===== src/rtl/etm_mul_pipe.sv =====
// etm_mul_pipe: 3-stage Mitchell-based error-tolerant multiplier with a valid/ready handshake.
// Define ETM_EXACT_LOW_EN to add the exact path for operands whose high halves are both zero.
module etm_mul_pipe #(
    parameter int WIDTH = 16,
    parameter int CNT_W = 16
) (
    input  logic               clk,
    input  logic               rst_n,
    input  logic               in_valid,
    output logic               in_ready,
    input  logic [WIDTH-1:0]   a,
    input  logic [WIDTH-1:0]   b,
    output logic               out_valid,
    input  logic               out_ready,
    output logic [2*WIDTH-1:0] c,
    output logic [CNT_W-1:0]   approx_cnt,
    input  logic               cnt_clr
);

    localparam int H  = WIDTH / 2;
    localparam int KW = (H > 1) ? $clog2(H) : 1;
    localparam int SW = KW + 1;
    localparam int TW = 3 * H + 1;

    function automatic logic [KW-1:0] lead_one(input logic [H-1:0] x);
        logic [KW-1:0] k;
        k = '0;
        for (int i = 0; i < H; i++) begin
            if (x[i]) k = KW'(i);
        end
        return k;
    endfunction

    // Mantissa bits below the leading one, left-aligned into an H-bit fraction.
    function automatic logic [H-1:0] frac(input logic [H-1:0] x, input logic [KW-1:0] k);
        logic [2*H-1:0] t;
        t    = {{H{1'b0}}, x};
        t[k] = 1'b0;
        t    = t << (H - int'(k));
        return H'(t);
    endfunction

    logic               adv;

    logic               s1_valid_d, s1_valid_q;
    logic [H-1:0]       s1_ah_d, s1_ah_q;
    logic [H-1:0]       s1_bh_d, s1_bh_q;
    logic [H-1:0]       s1_al_d, s1_al_q;
    logic [H-1:0]       s1_bl_d, s1_bl_q;
    logic [KW-1:0]      s1_kx_d, s1_kx_q;
    logic [KW-1:0]      s1_ky_d, s1_ky_q;
    logic               s1_zero_d, s1_zero_q;

    logic               s2_valid_d, s2_valid_q;
    logic [WIDTH-1:0]   s2_hi_d, s2_hi_q;
    logic [H:0]         s2_sum_d, s2_sum_q;
    logic [SW-1:0]      s2_ksum_d, s2_ksum_q;
    logic               s2_zero_d, s2_zero_q;

    logic [TW-1:0]      mitch_ext;
    logic [WIDTH-1:0]   mitch_lo;

    logic               s3_valid_d, s3_valid_q;
    logic               s3_comp_d, s3_comp_q;
    logic [2*WIDTH-1:0] c_d, c_q;
    logic [CNT_W-1:0]   cnt_d, cnt_q;

`ifdef ETM_EXACT_LOW_EN
    logic               s1_exact_d, s1_exact_q;
    logic               s2_exact_d, s2_exact_q;
    logic [WIDTH-1:0]   s2_lo_exact_d, s2_lo_exact_q;
`endif

    // Global stall: every stage moves together whenever the output slot can drain.
    assign adv        = !s3_valid_q || out_ready;
    assign in_ready   = adv;
    assign out_valid  = s3_valid_q;
    assign c          = c_q;
    assign approx_cnt = cnt_q;

    always_comb begin
        s1_valid_d = s1_valid_q;
        s1_ah_d    = s1_ah_q;
        s1_bh_d    = s1_bh_q;
        s1_al_d    = s1_al_q;
        s1_bl_d    = s1_bl_q;
        s1_kx_d    = s1_kx_q;
        s1_ky_d    = s1_ky_q;
        s1_zero_d  = s1_zero_q;
`ifdef ETM_EXACT_LOW_EN
        s1_exact_d = s1_exact_q;
`endif
        if (adv) begin
            s1_valid_d = in_valid;
            s1_ah_d    = a[WIDTH-1:H];
            s1_bh_d    = b[WIDTH-1:H];
            s1_al_d    = a[H-1:0];
            s1_bl_d    = b[H-1:0];
            s1_kx_d    = lead_one(a[H-1:0]);
            s1_ky_d    = lead_one(b[H-1:0]);
            s1_zero_d  = (a[H-1:0] == '0) || (b[H-1:0] == '0);
`ifdef ETM_EXACT_LOW_EN
            s1_exact_d = (a[WIDTH-1:H] == '0) && (b[WIDTH-1:H] == '0);
`endif
        end
    end

    always_comb begin
        s2_valid_d    = s2_valid_q;
        s2_hi_d       = s2_hi_q;
        s2_sum_d      = s2_sum_q;
        s2_ksum_d     = s2_ksum_q;
        s2_zero_d     = s2_zero_q;
`ifdef ETM_EXACT_LOW_EN
        s2_exact_d    = s2_exact_q;
        s2_lo_exact_d = s2_lo_exact_q;
`endif
        if (adv) begin
            s2_valid_d    = s1_valid_q;
            s2_hi_d       = {{H{1'b0}}, s1_ah_q} * {{H{1'b0}}, s1_bh_q};
            s2_sum_d      = {1'b0, frac(s1_al_q, s1_kx_q)} + {1'b0, frac(s1_bl_q, s1_ky_q)};
            s2_ksum_d     = {1'b0, s1_kx_q} + {1'b0, s1_ky_q};
            s2_zero_d     = s1_zero_q;
`ifdef ETM_EXACT_LOW_EN
            s2_exact_d    = s1_exact_q;
            s2_lo_exact_d = {{H{1'b0}}, s1_al_q} * {{H{1'b0}}, s1_bl_q};
`endif
        end
    end

    // A fraction sum that carries into bit H already holds the implicit one, so it shifts once more.
    always_comb begin
        mitch_ext = '0;
        if (s2_sum_q[H]) begin
            mitch_ext = TW'(s2_sum_q) << (int'(s2_ksum_q) + 1);
        end else begin
            mitch_ext = (TW'(s2_sum_q) | (TW'(1) << H)) << s2_ksum_q;
        end
        mitch_lo = s2_zero_q ? '0 : WIDTH'(mitch_ext >> H);
    end

    always_comb begin
        s3_valid_d = s3_valid_q;
        s3_comp_d  = s3_comp_q;
        c_d        = c_q;
        if (adv) begin
            s3_valid_d = s2_valid_q;
`ifdef ETM_EXACT_LOW_EN
            s3_comp_d  = !s2_exact_q;
            c_d        = {s2_hi_q, (s2_exact_q ? s2_lo_exact_q : mitch_lo)};
`else
            s3_comp_d  = 1'b1;
            c_d        = {s2_hi_q, mitch_lo};
`endif
        end
    end

    // Clear wins over a same-cycle count; the count sticks at all-ones.
    always_comb begin
        cnt_d = cnt_q;
        if (cnt_clr) begin
            cnt_d = '0;
        end else if (s3_valid_q && out_ready && s3_comp_q && (cnt_q != '1)) begin
            cnt_d = cnt_q + CNT_W'(1);
        end
    end

    always_ff @(posedge clk or negedge rst_n) begin
        if (!rst_n) begin
            s1_valid_q    <= 1'b0;
            s1_ah_q       <= '0;
            s1_bh_q       <= '0;
            s1_al_q       <= '0;
            s1_bl_q       <= '0;
            s1_kx_q       <= '0;
            s1_ky_q       <= '0;
            s1_zero_q     <= 1'b0;
            s2_valid_q    <= 1'b0;
            s2_hi_q       <= '0;
            s2_sum_q      <= '0;
            s2_ksum_q     <= '0;
            s2_zero_q     <= 1'b0;
            s3_valid_q    <= 1'b0;
            s3_comp_q     <= 1'b0;
            c_q           <= '0;
            cnt_q         <= '0;
`ifdef ETM_EXACT_LOW_EN
            s1_exact_q    <= 1'b0;
            s2_exact_q    <= 1'b0;
            s2_lo_exact_q <= '0;
`endif
        end else begin
            s1_valid_q    <= s1_valid_d;
            s1_ah_q       <= s1_ah_d;
            s1_bh_q       <= s1_bh_d;
            s1_al_q       <= s1_al_d;
            s1_bl_q       <= s1_bl_d;
            s1_kx_q       <= s1_kx_d;
            s1_ky_q       <= s1_ky_d;
            s1_zero_q     <= s1_zero_d;
            s2_valid_q    <= s2_valid_d;
            s2_hi_q       <= s2_hi_d;
            s2_sum_q      <= s2_sum_d;
            s2_ksum_q     <= s2_ksum_d;
            s2_zero_q     <= s2_zero_d;
            s3_valid_q    <= s3_valid_d;
            s3_comp_q     <= s3_comp_d;
            c_q           <= c_d;
            cnt_q         <= cnt_d;
`ifdef ETM_EXACT_LOW_EN
            s1_exact_q    <= s1_exact_d;
            s2_exact_q    <= s2_exact_d;
            s2_lo_exact_q <= s2_lo_exact_d;
`endif
        end
    end

endmodule


===== config.mk =====
export PLATFORM = sky130hd
export DESIGN_NAME = etm_mul_pipe
export DESIGN_NICKNAME = d
export VERILOG_FILES = /design/src/rtl/etm_mul_pipe.sv
export SDC_FILE = /design/constraint.sdc
export NUM_CORES = 1
export LEC_CHECK = 0
export ABC_AREA = 1
export BUFFER_PORTS_ARGS = -buffer_cell sky130_fd_sc_hd__buf_2
export CELL_PAD_IN_SITES_DETAIL_PLACEMENT = 0
export CELL_PAD_IN_SITES_GLOBAL_PLACEMENT = 1
export CORE_MARGIN = 4
export CORE_UTILIZATION = 40
export DETAILED_ROUTE_END_ITERATION = 10
export PLACE_DENSITY = 0.76
export SETUP_SLACK_MARGIN = 0.3
export SYNTH_ARGS = -nofsm -noshare
export SYNTH_HDL_FRONTEND = slang
export SYNTH_SLANG_ARGS = --single-unit

===== constraint.sdc =====
create_clock -name clk -period 3.6 [get_ports clk]
set_input_delay 0.72 -clock clk [delete_from_list [all_inputs] [get_ports clk]]
set_output_delay 0.72 -clock clk [all_outputs]
set_load 0.03 [all_outputs]

==> results.sh, run 1 <==
export IMPL_finalSetupViolations=8
export IMPL_drive_gt1_frac=0.184
export IMPL_ctsHoldBuffers=0
export IMPL_vias=8795
export IMPL_worst_setup_path_start_kind="flop"
export IMPL_syn_num_nets=1486
export IMPL_grtUsageMet3=0.0327
export IMPL_period_share=1.03
export IMPL_area_delta_synth_final_pct=20.4
export IMPL_grt_util_all_layers=0.199
export IMPL_dp_hpwl_um=19000
export IMPL_port_buffers=86
export IMPL_cts_tree="built"
export IMPL_netlist_area_sq_mm=0.00944
export IMPL_hold_slack_ns=0.431
export IMPL_htreeDepth=4
export IMPL_start_util=0.412
export IMPL_synthTopCellsByArea="dfrtp_1 (32%), nand2_1 (19%), fa_1 (8.1%)"
export IMPL_synthAdderAreaFrac=0.149
export IMPL_yosys_area_top_type_share=0.321
export IMPL_cts_buffers=17
export IMPL_ys_types=40
export IMPL_cts_max_path_buffers=2
export IMPL_path_common_cell="nand2_1"
export IMPL_drt_iter0_drc=487
export IMPL_crit_slowest_cell="fa_1"
export IMPL_cts_sinks=121
export IMPL_yosysWarnings=0
export IMPL_cts_root_buf="clkbuf_16"
export IMPL_synth_edf_count=0
export IMPL_clkTransAtPathRegs_ns=0.06
export IMPL_core_sq_mm=0.0229
export IMPL_syn_inst=1359
export IMPL_worstSetupStartpoint="s1_ah_q[4]$_DFFE_PN0P_"
export IMPL_use_met2=0.307
export IMPL_synth_async_sr_flop_share=1.00
export IMPL_nets=1584
export IMPL_regToRegStartpoint="s1_ah_q[4]$_DFFE_PN0P_"
export IMPL_drcViolationCount=0
export IMPL_die_area_sq_mm=0.0261
export IMPL_crit_fanout=6
export IMPL_rsz0062_at_grt="yes"
export IMPL_antenna_found_initial=0
export IMPL_worstPathArrival_ns=4.01
export IMPL_clk_insertion_delay_late_ns=0.42
export IMPL_synth_top_area_cell="dfrtp_1"
export IMPL_seq_area_sq_mm=0.00305
export IMPL_dr_pass1_iters=5
export IMPL_grt_busiest_layer="met2"
export IMPL_fin_ws_ns=-0.105
export IMPL_n_antenna_cell=0
export IMPL_first_global_vias=8546
export IMPL_die_w_um=162
export IMPL_violations="negative setup slack"
export IMPL_grt_max_degree=74
export IMPL_tightestPinTransition_ns=0.945
export IMPL_synth_top_family_by_area="simple AND/OR/NAND/NOR gates"
export IMPL_n_fill_cell=2398
export IMPL_critPathKind="reg -> reg"
export IMPL_wl_per_cell_um=14.0
export IMPL_grt_use_met1=0.294
export IMPL_grt_pass1_wl_um=42700
export IMPL_synthSimpleGateAreaFrac=0.320
export IMPL_drv_slew=0
export IMPL_synth_avg_cell_area_sq_um=6.95
export IMPL_critPathMaxStageDelay_ns=0.54
export IMPL_synth_area_mux_share=0
export IMPL_place_congestion=0.870
export IMPL_hold_viol_final=0
export IMPL_finalWirelength_um=25000
export IMPL_status="finished, violations left"
export IMPL_ant_nets=0
export IMPL_multi_input_area_sq_mm=0.00571
export IMPL_worstPathRequired_ns=3.91
export IMPL_path_cells="buf_4, nand2_1, inv_1, fa_2, fa_1, fa_1, inv_1, fa_1, inv_2, ha_4, nand2_2, nand2_2, nand3_1, nand2_1, nand2_1, nand3_1, nand2_1, nand3_1, nand2_1"
export IMPL_skew_ns=0.0101
export IMPL_min_period_ns=3.71
export IMPL_crit_path_end_kind="flop"
export IMPL_min_path_type="in -> async"
export IMPL_vias_per_cell=4.93
export IMPL_rows=55
export IMPL_die_h_um=162
export IMPL_relSlewSlack=0.370
export IMPL_yosysSeqAreaShare=0.321
export IMPL_fmax_mhz=270
export IMPL_io_pins=87
export IMPL_synthXorXnorAreaFrac=0.0167
export IMPL_synth_compound_area_frac=0.0851
export IMPL_ys_ff_latch=121
export IMPL_max_cap_violations=0
export IMPL_ys_dominant_reg_cell="dfrtp_1"
export IMPL_globalRouteOverflowTotal=0
[cell type report]
class | instances | area share
multi-input combinational | 979 | 0.503
sequential | 121 | 0.268
timing repair buffer | 137 | 0.0748
inverter | 201 | 0.0664
clock buffer | 19 | 0.0390
tap | 313 | 0.0344
clock inverter | 13 | 0.0149
[registers in the layout (all words and copies together), names as in the netlist, 3 cells and up]
name / flops
s2_ksum_q: 4
s1_bh_q: 8
s2_sum_q: 9
s2_hi_q: 16
s1_bl_q: 8
s1_kx_q: 3
s1_al_q: 8
c: 32
s1_ky_q: 3
s1_ah_q: 8
approx_cnt: 16
[layer usage]
layer	vias to the layer above	share of wire
li1	4476	-
met1	4124	0.50
met2	175	0.44
met3	20	0.044
met4	0	0.012
met5	-	0
[timing repair]
action | CTS | global route
gates resized for setup | 29 | 39
endpoints found under the setup margin | 10 | 13
cloned | 0 | 0
setup buffers | 2 | 4
pin swaps | 13 | 21
[cell usage in the layout (no fill, tap or decap), types with 6 or more instances in the layout]
master / Yosys / layout
nand3_2: 2 / 6
ha_4: 0 / 8
inv_1: 189 / 177
nor2_1: 72 / 65
nand2_1: 474 / 457
nand2_2: 5 / 15
o21ai_1: 8 / 19
inv_2: 9 / 21
o21ai_0: 65 / 54
buf_4: 2 / 45
dfrtp_2: 0 / 14
nor3_1: 8 / 7
xor2_1: 12 / 12
nand4_1: 26 / 26
fa_1: 38 / 35
nand3_1: 134 / 129
nand2_4: 0 / 7
buf_2: 20 / 85
clkbuf_16: 0 / 17
ha_1: 52 / 44
buf_6: 2 / 6
a21oi_1: 42 / 36
o21ai_2: 8 / 8
dfrtp_1: 121 / 107
[cell usage after synthesis, types with 3 or more instances]
library cell / instances
xor2_1: 12
o21ai_2: 8
clkinv_1: 3
inv_2: 9
inv_1: 189
o21ai_1: 8
a21oi_1: 42
o211ai_1: 3
nand2_2: 5
fa_1: 38
nor3_1: 8
clkbuf_1: 32
nand3_1: 134
o221ai_1: 3
o21bai_1: 3
nand2_1: 474
nand4_1: 26
buf_2: 20
dfrtp_1: 121
ha_1: 52
o21ai_0: 65
nor2_1: 72
xnor2_1: 6
o31ai_1: 3
[cell families after synthesis]
group	count (synthesis)
simple gates	728
flops	121
buf+inv	259
compound gates	143
fa+ha+maj	90
xor+xnor	18
[critical path, delay by kind of cell (launching register included)]
family	cells	cell delay, ns
adders and majority gates	5	2.14
and+or+nand+nor	10	0.69
DFF	1	0.45
buffers and inverters	4	0.31
[metrics by stage]
step | utilization | instance area, sq um | TNS, ns | worst slack [ns] | std cells
finish | 0.496 | 11400 | -0.576 | -0.105 | 1783
global route | 0.496 | 11400 | -2.16 | -0.269 | 1783
CTS | 0.489 | 11200 | -0.570 | -0.0963 | 1779
detailed placement | 0.458 | 10500 | -1.12 | -0.200 | 1745
global placement | 0.458 | 10500 | -0.663 | -0.135 | 1745
floorplan | - | 9660 | 0 | 0.0520 | 1359
[path summary, 6_finish.rpt]
kind	endpoint	depth (start not counted)	slack [ns]
setup / recovery	s2_hi_q[14]$_DFFE_PN0P_	19	-0.11
hold / removal	c[13]$_DFFE_PN0P_	1	0.43
setup reg to reg	s2_hi_q[14]$_DFFE_PN0P_	19	-0.11
hold reg to reg	s3_comp_q$_DFFE_PN0P_	2	0.46
max in group asynchronous	s2_sum_q[1]$_DFFE_PN0P_	2	2.38
min in group clk	s3_comp_q$_DFFE_PN0P_	2	0.46
Power of run 1 is left out: the tool's default activity adds up to more than one toggle a clock period on the data nets, which glitch-free logic cannot reach.
==> run 2: changes to the inputs <==
--- a/config.mk
+++ b/config.mk
@@ -12,7 +12,7 @@
 export CORE_MARGIN = 4
 export CORE_UTILIZATION = 40
 export DETAILED_ROUTE_END_ITERATION = 10
-export PLACE_DENSITY = 0.76
+export PLACE_DENSITY_LB_ADDON = 0.2
 export SETUP_SLACK_MARGIN = 0.3
 export SYNTH_ARGS = -nofsm -noshare
 export SYNTH_HDL_FRONTEND = slang
==> run 2 against run 1 <==
Effect of this change:
- the flow still finishes with violations (negative setup slack)
- die area is the same
- global-route usage shrank 0.66 points
- count of clock-buffer cells in the layout grew 2
- final cell count shrank 0.39%
- clock skew grew 0.0032 ns
- flip-flop and latch count is the same
- worst hold slack lost 0.0077 ns
- highest routed layer unchanged
- via count shrank 1.9%
- final area is essentially flat
- sequential share of layout area is essentially flat
==> results.sh, run 2 (synthesis gave the netlist of run 1 again) <==
export IMPL_fin_ws_ns=-0.116
export IMPL_grt_util_all_layers=0.192
export IMPL_ctsHoldBuffers=0
export IMPL_core_sq_mm=0.0229
export IMPL_crit_cells=16
export IMPL_cts_tree="built"
export IMPL_n_antenna_cell=0
export IMPL_period_share=1.03
export IMPL_dr_pass1_iters=5
export IMPL_die_h_um=162
export IMPL_path_delay_family="adder cells"
export IMPL_min_path_type="in -> async"
export IMPL_max_cap_violations=0
export IMPL_vias_per_cell=4.86
export IMPL_largest_reg_flops=32
export IMPL_critPathBufInv=3
export IMPL_rsz0062_at_grt="yes"
export IMPL_io_pins=87
export IMPL_path_common_cell="fa_1"
export IMPL_clkTransAtPathRegs_ns=0.06
export IMPL_worst_r2r_cell_count=16
export IMPL_cts_root_buf="clkbuf_16"
export IMPL_wl_per_cell_um=13.8
export IMPL_drt_iter0_drc=626
export IMPL_drv_slew=0
export IMPL_relSlewSlack=0.322
export IMPL_cts_buffers=17
export IMPL_critPathKind="reg -> reg"
export IMPL_setup_worst_path_end="s2_hi_q[12]$_DFFE_PN0P_"
export IMPL_min_period_ns=3.72
export IMPL_worstPathRequired_ns=3.90
export IMPL_ant_nets=0
export IMPL_rows=55
export IMPL_grt_max_degree=79
export IMPL_antenna_found_initial=0
export IMPL_htreeDepth=4
export IMPL_dp_hpwl_um=18400
export IMPL_skew_ns=0.0133
export IMPL_port_buffers=86
export IMPL_critPathMaxStageDelay_ns=0.57
export IMPL_status="finished, violations left"
export IMPL_final_common_cell="nand2_1"
export IMPL_start_util=0.412
export IMPL_crit_path_end_kind="flop"
export IMPL_globalRouteOverflowTotal=0
export IMPL_tightestPinTransition_ns=1.01
export IMPL_fmax_mhz=269
export IMPL_hold_viol_final=0
export IMPL_nets=1577
export IMPL_place_congestion=0.871
export IMPL_rrSetupSlack_ns=-0.12
export IMPL_place_ws_ns=-0.154
export IMPL_worst_setup_path_start_kind="flop"
export IMPL_finalWirelength_um=24500
export IMPL_r2r_end="s2_hi_q[12]$_DFFE_PN0P_"
export IMPL_first_global_vias=8446
export IMPL_finalSetupViolations=7
export IMPL_vias=8630
export IMPL_violations="negative setup slack"
export IMPL_worstSetupStartpoint="s1_ah_q[2]$_DFFE_PN0P_"
export IMPL_layout_common_cells="nand2_1 (456), inv_1 (177), nand3_1 (127)"
export IMPL_die_area_sq_mm=0.0261
export IMPL_grt_pass1_wl_um=41600
export IMPL_cts_sinks=121
export IMPL_cts_max_path_buffers=2
export IMPL_worstPathArrival_ns=4.01
export IMPL_regToRegStartpoint="s1_ah_q[2]$_DFFE_PN0P_"
export IMPL_path_cells="nand2_2, inv_2, fa_1, fa_1, fa_1, inv_1, fa_1, inv_2, ha_4, nand2_4, nor2_4, o21ai_1, nand3_1, nand2_1, nand3_1, nand2_1"
export IMPL_crit_fanout=6
export IMPL_area_delta_synth_final_pct=20.4
export IMPL_drive_gt1_frac=0.185
export IMPL_clk_insertion_delay_late_ns=0.42
export IMPL_crit_slowest_cell="fa_1"
export IMPL_die_w_um=162
export IMPL_drcViolationCount=0
-- run 2: worst min path at each step --
stage	start	slack (ns)	depth (start not counted)	to
global placement	s2_valid_q$_DFFE_PN0P_	0.43	2	out_valid$_DFFE_PN0P_
detailed placement	s2_valid_q$_DFFE_PN0P_	0.44	2	out_valid$_DFFE_PN0P_
finish	rst_n	0.42	1	c[10]$_DFFE_PN0P_
floorplan	rst_n	0.42	0	approx_cnt[0]$_DFFE_PN0P_
global route	s3_comp_q$_DFFE_PN0P_	0.47	2	s3_comp_q$_DFFE_PN0P_
CTS	s2_valid_q$_DFFE_PN0P_	0.46	2	out_valid$_DFFE_PN0P_
-- run 2: worst register-to-register path, delay by kind of cell (launching register included) --
family                     cells  cell delay (ns)
buffers and inverters          3             0.14
adders and majority gates      5             2.32
and+or+nand+nor                7             0.56
AOI/OAI and AO/OA              1             0.10
DFF                            1             0.47
-- run 2: area by class of cell --
| type | instances | area (sq um) |
|---|---|---|
| fill | 2375 | 11500 |
| clock inverter | 11 | 146 |
| inverter | 201 | 754 |
| multi-input combinational | 979 | 5780 |
| timing repair buffer | 130 | 806 |
| clock buffer | 21 | 450 |
| sequential | 121 | 3040 |
| tap | 313 | 392 |
-- run 2: metal layers --
| metal | up-vias | routed length, um | global-route usage |
|---|---|---|---|
| met4 | 0 | 380 | 0.0523 |
| met3 | 29 | 1080 | 0.0309 |
| met1 | 3959 | 12500 | 0.286 |
| li1 | 4470 | - | - |
| met2 | 172 | 10500 | 0.290 |
| met5 | - | 0 | 0 |
-- run 2: through the flow --
stage | std cells | instance area, sq um | hold slack (ns) | TNS (ns) | util
floorplan | 1359 | 9660 | 0.420 | 0 | -
global placement | 1739 | 10500 | 0.435 | -0.802 | 0.456
detailed placement | 1739 | 10500 | 0.445 | -0.968 | 0.456
CTS | 1775 | 11200 | 0.459 | -0.608 | 0.488
global route | 1776 | 11400 | 0.475 | -2.00 | 0.496
finish | 1776 | 11400 | 0.423 | -0.628 | 0.496
-- run 2: repair_timing --
item | 4_1_cts | 5_1_grt
gates resized for setup | 34 | 48
pin swaps | 17 | 25
endpoints found under the setup margin | 10 | 13
buffers inserted | 4 | 1
cloned | 0 | 0
Power of run 2 is left out for the same reason.
